File: src/rtl/sync_mod_counter.sv
// ---------------------------------------------------------------------------
// sync_mod_counter
//
// Purpose:
//   Parametrised synchronous modulo-N up/down counter. The count runs
//   0..MODULUS-1 in either direction, with synchronous clear, parallel load
//   and a count enable. A combinational terminal count lets several stages
//   be chained (tc of one stage into en of the next) so that all stages
//   advance on the same edge. A registered wrap pulse and a sticky
//   out-of-range load flag are provided for downstream logic.
//
// Parameters:
//   WIDTH       counter width in bits (2..16)
//   MODULUS     sequence length (2..2**WIDTH)
//   RESET_VALUE count value after rst (must be < MODULUS)
//
// Ports:
//   clk       in   rising-edge clock
//   rst       in   asynchronous reset, active-high
//   clr       in   synchronous clear to 0 (highest priority)
//   load      in   synchronous parallel load
//   load_val  in   value taken on load (clamped to MODULUS-1 if too large)
//   en        in   count enable (cascade input)
//   up        in   direction, 1 = increment, 0 = decrement
//   count     out  registered counter state
//   tc        out  combinational terminal count
//   wrap      out  registered pulse following a wrap
//   load_err  out  sticky flag, an out-of-range load was seen
// ---------------------------------------------------------------------------
module sync_mod_counter #(
   parameter int WIDTH       = 4,
   parameter int MODULUS     = 10,
   parameter int RESET_VALUE = 0
) (
   input  logic             clk,
   input  logic             rst,
   input  logic             clr,
   input  logic             load,
   input  logic [WIDTH-1:0] load_val,
   input  logic             en,
   input  logic             up,
   output logic [WIDTH-1:0] count,
   output logic             tc,
   output logic             wrap,
   output logic             load_err
);

   // MODULUS-1 is kept as a WIDTH-bit constant so that MODULUS == 2**WIDTH
   // never needs a WIDTH+1 bit comparison on the count path.
   localparam logic [WIDTH-1:0] LAST_VAL  = WIDTH'(MODULUS - 1);
   localparam logic [WIDTH-1:0] RST_VAL   = WIDTH'(RESET_VALUE);
   localparam logic [WIDTH-1:0] ONE       = WIDTH'(1);
   // The load range check is the only place that needs the full modulus,
   // so it is done one bit wider.
   localparam logic [WIDTH:0]   MOD_EXT   = (WIDTH+1)'(MODULUS);

   logic [WIDTH-1:0] count_q, count_d;
   logic             wrap_q, wrap_d;
   logic             loadErr_q, loadErr_d;

   logic             atTop;
   logic             atBottom;
   logic             wrapEvent;
   logic             loadInRange;

   // Boundary detection and the wrap condition shared by tc and wrap.
   always_comb begin
      atTop       = (count_q == LAST_VAL);
      atBottom    = (count_q == '0);
      wrapEvent   = en && (up ? atTop : atBottom);
      loadInRange = ({1'b0, load_val} < MOD_EXT);
   end

   // Terminal count is unregistered so a downstream stage sees it in the
   // same cycle; clear and load suppress it because they win over counting.
   always_comb begin
      tc = wrapEvent && !clr && !load;
   end

   // Next-state selection in priority order clr > load > en > hold.
   // When the stage is not enabled wrap holds its value, so in a cascade a
   // higher stage keeps its flag until its next enabled edge.
   always_comb begin
      count_d   = count_q;
      wrap_d    = wrap_q;
      loadErr_d = loadErr_q;
      if (clr) begin
         count_d   = '0;
         wrap_d    = 1'b0;
         loadErr_d = 1'b0;
      end else if (load) begin
         wrap_d = 1'b0;
         if (loadInRange) begin
            count_d = load_val;
         end else begin
            count_d   = LAST_VAL;
            loadErr_d = 1'b1;
         end
      end else if (en) begin
         wrap_d = wrapEvent;
         if (up) begin
            count_d = atTop ? '0 : (count_q + ONE);
         end else begin
            count_d = atBottom ? LAST_VAL : (count_q - ONE);
         end
      end
   end

   // State register with asynchronous reset to the configured start value.
   always_ff @(posedge clk or posedge rst) begin
      if (rst) begin
         count_q   <= RST_VAL;
         wrap_q    <= 1'b0;
         loadErr_q <= 1'b0;
      end else begin
         count_q   <= count_d;
         wrap_q    <= wrap_d;
         loadErr_q <= loadErr_d;
      end
   end

   // Registered state drives the outputs directly.
   always_comb begin
      count    = count_q;
      wrap     = wrap_q;
      load_err = loadErr_q;
   end

endmodule

File: config.mk
export PLATFORM = sky130hd
export DESIGN_NAME = sync_mod_counter
export DESIGN_NICKNAME = d
export VERILOG_FILES = /design/src/rtl/sync_mod_counter.sv
export SDC_FILE = /design/constraint.sdc
export NUM_CORES = 1
export LEC_CHECK = 0
export BUFFER_PORTS_ARGS = -buffer_cell sky130_fd_sc_hd__buf_2
export CAP_MARGIN = 20
export CORE_AREA = 4 4 41 43
export DETAILED_ROUTE_END_ITERATION = 12
export DIE_AREA = 0 0 45 47
export GPL_TIMING_DRIVEN = 0
export PLACE_DENSITY_LB_ADDON = 0.1
export SLEW_MARGIN = 25
export SYNTH_ARGS = -nofsm -noshare
export SYNTH_HDL_FRONTEND = slang
export SYNTH_SLANG_ARGS = --single-unit
File: constraint.sdc
create_clock -name clk -period 2.1 [get_ports clk]
set_input_delay 0.315 -clock clk [delete_from_list [all_inputs] [get_ports clk]]
set_output_delay 0.315 -clock clk [all_outputs]
set_load 0.01 [all_outputs]
# Word level (Yosys, flattened, before mapping)
# Index checks and enable logic that the tools add are counted.
[word_totals] regBits=6 input_bits=10 out_inout_bits=7 wordCells=31
[classes] n_addsub=2 n_lt_le_gt_ge=1 n_eq_ne=2 mux=14 n_reduce_logical=9
[op_table] cell="4-bit 2-to-1 mux" n=7
[op_table] cell="1-bit 2-to-1 mux" n=7
[op_table] cell="4-bit by 1-bit adder with 4-bit output, second input constant" n=1
[op_table] cell="4-bit == test, second input constant" n=1
[op_table] cell="4-bit logical NOT" n=1
[op_table] cell="4-bit < comparator, second input constant" n=1
[op_table] cell="4-bit by 1-bit subtractor with 4-bit output, second input constant" n=1
[op_table] cell="1-bit logical AND" n=3
[op_table] cell="3-bit nonzero test" n=1
[op_table] cell="1-bit logical NOT" n=2
[op_table] cell="2-bit inequality test, second input constant" n=1
[op_table] cell="2-bit AND reduction" n=1
[op_table] cell="2-bit nonzero test" n=1

# Logic depth before layout (Yosys ltp)
[depth] depth_word=6 mapped_depth=5 ltp_nobuf=4

# Least setup slack after synthesis
# OpenSTA, ideal clock, no wires.
[synth_timing] kind="flip-flop to output port" start="reg count_q[3], in the netlist count[3]" end="out tc" t_arrival_ns=1.387 required_ns=1.785 setup_slack_ns=0.398 path_stages_with_launch=5 path_buffers=1 path_cell_list="dfrtp_1 buf_6 or3_1 a211oi_1 and3_1"
[synth_via] elab_chain_len=5 elab_cells_between_ends=6 classes_between="eq/ne (1); mux (1); reduce/logical (4)"
[synth_lines] element="from (decl)" line="57" source="logic [WIDTH-1:0] count_q, count_d;"
[synth_lines] element="from (signal assigned)" line="116" source="count_q <= count_d;"
[synth_lines] element="4-bit == test or 4-bit logical NOT (tied branches)" line="68, 69"
[synth_lines] element="1-bit 2-to-1 mux *" line="70" source="wrapEvent = en && (up ? atTop : atBottom);"
[synth_lines] element="1-bit logical AND *" line="70"
[synth_lines] element="1-bit logical AND * (2 in series)" line="77" source="tc = wrapEvent && !clr && !load;"
[synth_lines] element="to (decl)" line="43" source="output logic tc,"
# Mark *: on every way between the ends. The rest lies on a longest branch, timed or not.

# Final worst setup path
# Same ends and word-level chain as after synthesis.

==> impl_metrics.csv <==
group,metric,value,unit
finish,area_growth,25.9,%
synthesis,synth_seq_area_share,32.0,%
critical_path,crit_path_max_incr_delay,0.38,ns
timing,hold_ws,0.333,ns
timing,rsz0062_at_grt,"no",
timing,worst_pin_slew,0.415,ns
grt,grtUsageTotal,13.6,%
finish,nets,84,
grt,grt_first_pass_wirelength,2060,um
synthesis,ys.flop_type,"dfrtp_1",
timing,finalSetupViolations,0,
clock_network,cts_tree,"done",
critical_path,worst_ep_required_time,1.78,ns
grt,grt_max_degree,11,
timing,hold_viol,0,
placement,place_congestion,0.687,
floorplanning,rows,13,
timing,min_period,1.96,ns
worst_hold_path,worst_hold_path_type,"in -> reg",
power_and_ir_drop,p_leak,0.000278,uW
floorplanning,die_y,47,um
placement,portBuffers,13,
grt,grt_pass1_vias,468,
critical_path,crit_slowest_cell,"dfrtp_1",
timing,fmax,0.511,GHz
synthesis,ys_warn_count,0,
drt,totalWireLength,1160,um
synthesis,synth_cell_types,31,
synthesis,synth_top_area_share,32.0,%
critical_path,worstPathCellList,"buf_6 > or3_1 > a211oi_2 > and3_1 > buf_2",
power_and_ir_drop,power.internal,230,uW
synthesis,async_reset_ff_share,100,%
synthesis,yosysTopAreaCell,"dfrtp_1",
job,cap_violations,0,
synthesis,synthTopCellsByArea,"dfrtp_1, nor2_1, buf_6, xor2_1, nor3_4",
finish,fin_util,45.4,%
timing,timing.final.crit_share,93.3,%
floorplanning,io_pins,17,
drt,viasPerCell,5.38,
grt,grt_overflow_total,0,
clock_network,cts.root.buffer_cell,"clkbuf_4",
drt,drc_errors,0,
placement,dp_hpwl,875,um
floorplanning,initial_utilization,36.1,%
synthesis,synth_area,469,um^2
synthesis,synthesis.nets,65,
critical_path,crit_path_end_kind,"output pin",
timing,skew,0.00305,ns
power_and_ir_drop,combPwrFrac,27.6,%
critical_path,crit_fanout,10,
clock_network,max-clock-path-buffers,2,
timing,relSlewSlack,72.4,%
critical_path,crit_arrival,1.64,ns
finish,post_route_cells_drive_above_1_share,31.9,%
synthesis,syn_avg_cell_area,8.53,um^2
grt,antenna_found_initial,0,
power_and_ir_drop,ir_worst_vdd,0.000280,V
drt,wl_per_cell,13.3,um
power_and_ir_drop,power.net_switching,100,uW
clock_network,clk_pin_slew,0.05,ns
power_and_ir_drop,p_clk_share,32.4,%
timing,fin_setup_tns,0,ns
floorplanning,die-area,2120,um^2
power_and_ir_drop,seqPwrFrac,40.0,%
synthesis,syn-instance-count,55,
floorplanning,coreArea,1300,um^2
synthesis,synth_edf_count,0,
drt,drtPass1Iterations,3,
clock_network,htreeDepth,1,
drt,ant_nets,0,
run_status,status,"finished clean",
clock_network,clock_latency,0.24,ns
drt,vias,468,
clock_network,numCtsBuffers,3,
finish,antenna_cells,0,
power_and_ir_drop,swShare,30.3,%
floorplanning,die_w,45,um
clock_network,clock_sinks,6,
critical_path,critPathKind,"reg -> out",
drt,drtIter0Drc,9,
critical_path,start_kind,"register",
power_and_ir_drop,power_density,560,nW/um^2
timing,drv_slew,0,
synthesis,ys_ff_latch,6,
==> layout by cell type (no fill, tap or decap), types with 2 or more instances in the layout <==
cell type  netlist  final
a21oi_1          3      3
and3_1           2      2
buf_2            2     15
buf_6            2      2
clkbuf_4         0      3
dfrtp_1          6      6
inv_1            2      2
nand3b_1         2      2
nor2_1           8      8
nor2b_1          2      2
o21ai_0          2      2
o21ai_1          2      2
xor2_1           2      2
==> through the flow <==
step / std cells / total power, uW / cell area, um^2 / setup slack, ns
2_1_floorplan: 55 / 195 / 469 / 0.398
3_3_place_gp: 83 / 222 / 553 / 0.288
3_5_place_dp: 83 / 223 / 553 / 0.299
4_1_cts: 87 / 335 / 586 / 0.0310
5_1_grt: 87 / 355 / 591 / 0.0248
6_report: 87 / 331 / 591 / 0.141
==> cell families (layout without fill, tap and decap cells) <==
kind of cell	count (synthesis)	after routing	synth area share (%)
AND/OR/NAND/NOR	23	23	29.9
flip-flops	6	6	32.0
buffers and inverters	7	24	9.33
multiplexers	1	1	2.13
XOR/XNOR	3	3	5.60
AO/OA/AOI/OAI	15	15	21.1
==> final cells by class <==
class	instances	area (um^2)
well taps	15	18.8
multi-input cells	42	280
clock buffers	3	22.5
flip-flops and latches	6	150
plain buffers	5	36.3
fillers	140	711
inverters	2	7.51
repair buffers	14	75.1
==> critical path: cells and delay by family, from the launching register on <==
kind                   cells  cell delay [ns]
AO/OA/AOI/OAI              1             0.21
buffers and inverters      2             0.26
flip-flops                 1             0.38
AND/OR/NAND/NOR            2             0.55
==> metal layers <==
layer / wire length, um / global-route usage, % / up-vias
li1: - / - / 236
met1: 521 / 15.5 / 217
met2: 565 / 22.9 / 15
met3: 75 / 5.75 / 0
met4: 0 / 4.68 / 0
met5: 0 / 0 / -
==> flip-flops by register name, summed over array words and instances, names as in the netlist <==
name / flops
count: 4
load_err: 1
wrap: 1
==> cells in the mapped netlist (all sizes together) (2+ instances only) <==
cell	count
o21ai	4
nor3	2
dfrtp	6
a21oi	3
a211oi	2
inv	2
nand3b	2
nor2b	2
nor2	8
and3	2
buf	4
xor2	2
==> final timing paths <==
path / startpoint / slack, ns / to / cells past startpoint
setup / recovery: count[3] / 0.14 / tc / 5
min in group asynchronous: rst / 0.54 / wrap / 3
hold / removal: clr / 0.33 / count[2] / 2
setup reg to reg: count[0] / 0.63 / count[2] / 5
hold reg to reg: load_err / 0.50 / load_err / 2
max in group asynchronous: rst / 1.37 / load_err / 3
==> timing repair <==
action / in CTS / in global routing
setup endpoints to repair: 0 / 1
hold buffers: 1 / 0
resized for setup: 0 / 1
endpoints found under the hold margin: 6 / 0
setup buffers: 0 / 0
==> power by group through the flow <==
stage	combinational (uW)	clock [uW]	sequential, uW
after floorplan	59.3	0	136
after global placement	88.7	0	134
after detailed placement	89.2	0	134
after CTS	91.4	111	132
after global routing	103	118	134
final	91.2	107	132
Power figures use the tool's default switching activity.
